==> src/rtl/sync_frame_tx_if.sv <==
// Handshake and serial-line bundle for sync_frame_tx.
// The master side requests frames; the slave side (the transmitter) drives the line.
interface sync_frame_tx_if #(
  parameter int unsigned DATA_W = 8
);
  logic              start;
  logic [DATA_W-1:0] data;
  logic              out;
  logic              ready;
  logic              busy;
  logic              done;

  modport master (output start, data, input out, ready, busy, done);
  modport slave  (input start, data, output out, ready, busy, done);
endinterface

==> src/rtl/sync_frame_tx.sv <==
// Serial frame transmitter: "001" preamble, MSB-first payload, parity, stop bit.
// Moore FSM; out/ready/busy/done are registered alongside the state.
module sync_frame_tx #(
  parameter int unsigned DATA_W     = 8,
  parameter bit          PARITY_ODD = 1'b0
) (
  input  logic          clk,
  input  logic          reset_n,
  sync_frame_tx_if.slave tx
);

  localparam int unsigned CntW = $clog2(DATA_W);
  localparam logic [CntW-1:0] CntLast = CntW'(DATA_W - 1);

  typedef enum logic [2:0] {
    StIdle   = 3'd0,
    StPre0   = 3'd1,
    StPre1   = 3'd2,
    StPre2   = 3'd3,
    StData   = 3'd4,
    StParity = 3'd5,
    StStop   = 3'd6
  } state_e;

  state_e            state_q;
  logic [DATA_W-1:0] shreg_q;
  logic [CntW-1:0]   cnt_q;
  logic              parity_q;
  logic              out_q;
  logic              ready_q;
  logic              busy_q;
  logic              done_q;

  // Outputs are assigned for the state being entered, so they line up with state_q.
  always_ff @(posedge clk or negedge reset_n) begin
    if (!reset_n) begin
      state_q  <= StIdle;
      shreg_q  <= '0;
      cnt_q    <= '0;
      parity_q <= 1'b0;
      out_q    <= 1'b1;
      ready_q  <= 1'b1;
      busy_q   <= 1'b0;
      done_q   <= 1'b0;
    end else begin
      case (state_q)
        StIdle: begin
          if (tx.start) begin
            state_q  <= StPre0;
            shreg_q  <= tx.data;
            parity_q <= (^tx.data) ^ PARITY_ODD;
            out_q    <= 1'b0;
            ready_q  <= 1'b0;
            busy_q   <= 1'b1;
            done_q   <= 1'b0;
          end
        end
        StPre0: begin
          state_q <= StPre1;
          out_q   <= 1'b0;
        end
        StPre1: begin
          state_q <= StPre2;
          out_q   <= 1'b1;
        end
        StPre2: begin
          state_q <= StData;
          cnt_q   <= '0;
          out_q   <= shreg_q[DATA_W-1];
        end
        StData: begin
          shreg_q <= shreg_q << 1;
          if (cnt_q == CntLast) begin
            state_q <= StParity;
            cnt_q   <= '0;
            out_q   <= parity_q;
          end else begin
            cnt_q <= cnt_q + CntW'(1);
            out_q <= shreg_q[DATA_W-2];
          end
        end
        StParity: begin
          state_q <= StStop;
          out_q   <= 1'b1;
          done_q  <= 1'b1;
        end
        StStop: begin
          state_q <= StIdle;
          out_q   <= 1'b1;
          ready_q <= 1'b1;
          busy_q  <= 1'b0;
          done_q  <= 1'b0;
        end
        default: begin
          // Unused encoding: fall back to a clean idle.
          state_q <= StIdle;
          cnt_q   <= '0;
          out_q   <= 1'b1;
          ready_q <= 1'b1;
          busy_q  <= 1'b0;
          done_q  <= 1'b0;
        end
      endcase
    end
  end

  assign tx.out   = out_q;
  assign tx.ready = ready_q;
  assign tx.busy  = busy_q;
  assign tx.done  = done_q;

endmodule
==> src/flat_wrapper.sv <==
// flat-port wrapper written by rule: the top's interface ports become plain ports
module sync_frame_tx_flat 
#(
  parameter int unsigned DATA_W     = 8,
  parameter bit          PARITY_ODD = 1'b0
)
  (clk, reset_n, tx_start, tx_data, tx_out, tx_ready, tx_busy, tx_done);
  sync_frame_tx_if #(.DATA_W(DATA_W)) tx_i ();
  input  logic clk;
  input  logic reset_n;
  input wire logic [$bits(tx_i.start)-1:0] tx_start;
  input wire logic [$bits(tx_i.data)-1:0] tx_data;
  output wire logic [$bits(tx_i.out)-1:0] tx_out;
  output wire logic [$bits(tx_i.ready)-1:0] tx_ready;
  output wire logic [$bits(tx_i.busy)-1:0] tx_busy;
  output wire logic [$bits(tx_i.done)-1:0] tx_done;
  assign tx_i.start = tx_start;
  assign tx_i.data = tx_data;
  assign tx_out = tx_i.out;
  assign tx_ready = tx_i.ready;
  assign tx_busy = tx_i.busy;
  assign tx_done = tx_i.done;
  sync_frame_tx #(.DATA_W(DATA_W), .PARITY_ODD(PARITY_ODD)) u_core (.clk(clk), .reset_n(reset_n), .tx(tx_i));
endmodule
==> config.mk <==
export PLATFORM = sky130hd
export DESIGN_NAME = sync_frame_tx_flat
export DESIGN_NICKNAME = d
export VERILOG_FILES = /design/src/rtl/sync_frame_tx_if.sv /design/src/rtl/sync_frame_tx.sv /design/src/flat_wrapper.sv
export SDC_FILE = /design/constraint.sdc
export NUM_CORES = 1
export LEC_CHECK = 0
export CORE_MARGIN = 2
export CORE_UTILIZATION = 39
export CTS_CLUSTER_DIAMETER = 30
export CTS_CLUSTER_SIZE = 10
export DETAILED_ROUTE_END_ITERATION = 10
export DONT_BUFFER_PORTS = 1
export GPL_TIMING_DRIVEN = 1
export PLACE_DENSITY = 0.6
export SYNTH_ARGS = -nofsm -noshare
export SYNTH_HDL_FRONTEND = slang
export SYNTH_SLANG_ARGS = --single-unit
==> constraint.sdc <==
create_clock -name clk -period 1.3 [get_ports clk]
set_input_delay 0.195 -clock clk [delete_from_list [all_inputs] [get_ports clk]]
set_output_delay 0.195 -clock clk [all_outputs]
set_load 0.05 [all_outputs]
==> results.ini <==
[status]
outcome = finished clean

[synth]
yosysMostFrequentCell = dfrtp_1
synth_compound_area_share_pct = 23.4
synth-simple-area-share_pct = 14.7
synth_top_family_by_area = compound AO/OA/AOI/OAI gates
synth_nets = 121
postSynthCellCount = 108
yosysWarnings = 0
synthAdderAreaFrac_pct = 2.51
syn-cell-area_sq_um = 996
ys_top_cells_by_area = dfrtp_1 (43%), xnor2_1 (6.2%), a21oi_1 (6.0%)
synthMuxAreaShare_pct = 1.01
netlist_top_cells_count = dfrtp_1 (17), a21oi_1 (12), nand2_1 (12)
synth-main-ff-cell = dfrtp_1
synthArstFlopShare_pct = 100
synth_edf_count = 0
synth_cell_types = 26
synth_area_per_cell_sq_um = 9.22
ys_ff_latch = 19
synth_top_area_share_pct = 42.7
synth-xor-area-share_pct = 6.16
yosysSeqAreaShare_pct = 48.0
yosys.area.top_type = dfrtp_1

[clock_network]
cts.sinks = 19
clock_latency_ns = 0.28
clockRootBuffer = clkbuf_4
cts_buffers = 3
clk_pin_slew_ns = 0.10
cts_max_level = 1
clk_path_buf_depth = 2
tritoncts = built

[grt]
grt-ovfl-total = 0
antenna_found_initial = 0
grt_pass1_wl_mm = 3.55
grt_usage_pct = 16.9
grt_max_degree = 20
grt_pass1_vias = 831

[worst_setup_path]
worstPathCellList = ha_1 > ha_2 > nor3_2 > a21oi_1 > o21ai_0
max_stage_delay_ns = 0.41
arrival_ns = 1.44
worstSetupEndpointType = flop
cp_data_required_time_ns = 1.52
crit_path_start_kind = flop
path_max_fanout = 3
critPathKind = reg2reg
cp_slowest_cell = dfrtp_1

[sta]
slew_viol_final = 0
period_minus_slack_ns = 1.22
rsz0062_at_grt = yes
hold_violations = 0
slew-limit-headroom_pct = 42.9
period_share_pct = 94.1
setup_ws_ns = 0.0767
timing.fmax_mhz = 817
worst_pin_slew_ns = 0.854
fin_tns_setup_ns = 0
fin_worst_skew_ns = 0.00430
setup_violations = 0

[route]
vias = 813
vias_per_cell = 5.46
postRouteAntennaNets = 0
initialDrtViolationCount = 12
drt_first_pass_iters = 5
wirelength_mm = 2.06
wire_per_inst_um = 13.9
drc = 0

[floorplanning]
io_pins = 15
die_w_um = 54.5
start_util_pct = 40.6
die_area_sq_um = 2970
die-height_um = 54.5
rows = 18
core_region_area_sq_um = 2450

[place]
hpwlAfterDp_mm = 1.56
io_buffer_count = 0
routabilityCongestion = 0.875
preCtsSetupSlack_ns = 0.0303

[final_layout]
antenna_cells = 0
final_nets = 133
seqCellArea_sq_um = 479
fill_cells = 237
multiInputGateArea_sq_um = 483
drive_gt1_share_pct = 18.5
area_delta_synth_final_pct = 13.8

[power]
powerDensity_nw_per_um2 = 2530
p_leak_uw = 0.000474
ir_drop_v = 0.00159

[worst_hold_path]
hp-class = in2reg

[flow_run]
maxCapViolations = 0

-- logic make-up (layout without fill, tap and decap cells) --
family,count (synthesis),after routing
XOR/XNOR,7,7
AO/OA/AOI/OAI,39,39
multiplexers,1,1
buffers and inverters,8,19
AND/OR/NAND/NOR,32,32
flip-flops,19,19
adder cells (fa/ha/maj),2,2
-- layout by cell type, fill, tap and decap left out, types with 3 or more instances in the layout --
cell      instances
a21oi_1          12
o21ai_0           6
nor2_1           10
nand2_1          12
clkbuf_4          3
dfrtp_1          16
o22ai_1           9
xnor2_1           7
o21ai_1           3
buf_4            12
a22o_1            3
-- routing by layer --
metal | global-route usage, % | part of all wire [%]
met5 | 0 | 0
met4 | 7.50 | 0.82
met3 | 4.92 | 4.3
met2 | 23.9 | 47
met1 | 23.8 | 48
-- metrics by stage --
step | utilization, % | instances | power, uW | area (sq um) | hold WS [ns]
floorplan | - | 108 | 2160 | 996 | -0.101
global placement | 44.0 | 143 | 2510 | 1080 | -0.100
detailed placement | 44.0 | 143 | 2550 | 1080 | -0.100
CTS | 45.5 | 148 | 2860 | 1120 | 0.0387
global route | 46.2 | 149 | 3130 | 1130 | 0.0410
finish | 46.2 | 149 | 2860 | 1130 | 0.0496
-- path summary, 6_finish.rpt --
| path | start | endpoint | slack [ns] | cells past startpoint |
|---|---|---|---|---|
| setup / recovery | u_core.cnt_q[1] | u_core.cnt_q[0] | 0.08 | 5 |
| hold / removal | tx_start | u_core.tx.out | 0.05 | 2 |
| hold reg to reg | u_core.shreg_q[2] | u_core.shreg_q[2] | 0.52 | 1 |
| setup reg to reg | u_core.cnt_q[1] | u_core.cnt_q[0] | 0.08 | 5 |
| max in group asynchronous | reset_n | u_core.state_q[1] | 0.27 | 1 |
| min in group asynchronous | reset_n | u_core.tx.done | 0.45 | 1 |
-- registers in the layout, indices dropped and copies added, names as in the netlist --
signal / flops
u_core.tx.busy: 1
u_core.state_q: 3
u_core.parity_q: 1
u_core.cnt_q: 3
u_core.tx.ready: 1
u_core.tx.out: 1
u_core.tx.done: 1
u_core.shreg_q: 8
-- final cells by class --
class,count,area share (%)
multi-input combinational,81,42.6
clock buffer,4,2.32
sequential,19,42.3
tap,30,3.31
timing repair buffer,13,8.83
inverter,2,0.662
-- critical path: cells and delay by family, from the launching register on --
kind / cells / cell delay, ns
AOI/OAI and AO/OA: 2 / 0.18
and+or+nand+nor: 1 / 0.17
DFF: 1 / 0.41
adders and majority gates: 2 / 0.39
-- repair_timing --
item	4_1_cts	5_1_grt
buffers inserted	0	1
endpoints found under the setup margin	0	8
endpoints found under the hold margin	19	0
hold buffers	1	0
gates resized for setup	0	3
-- power breakdown --
part	internal (uW)	switching (uW)
registers	895	486
logic	615	583
clock network	119	166
total	1630	1230
Note: power is estimated with default switching activity, not from simulation.
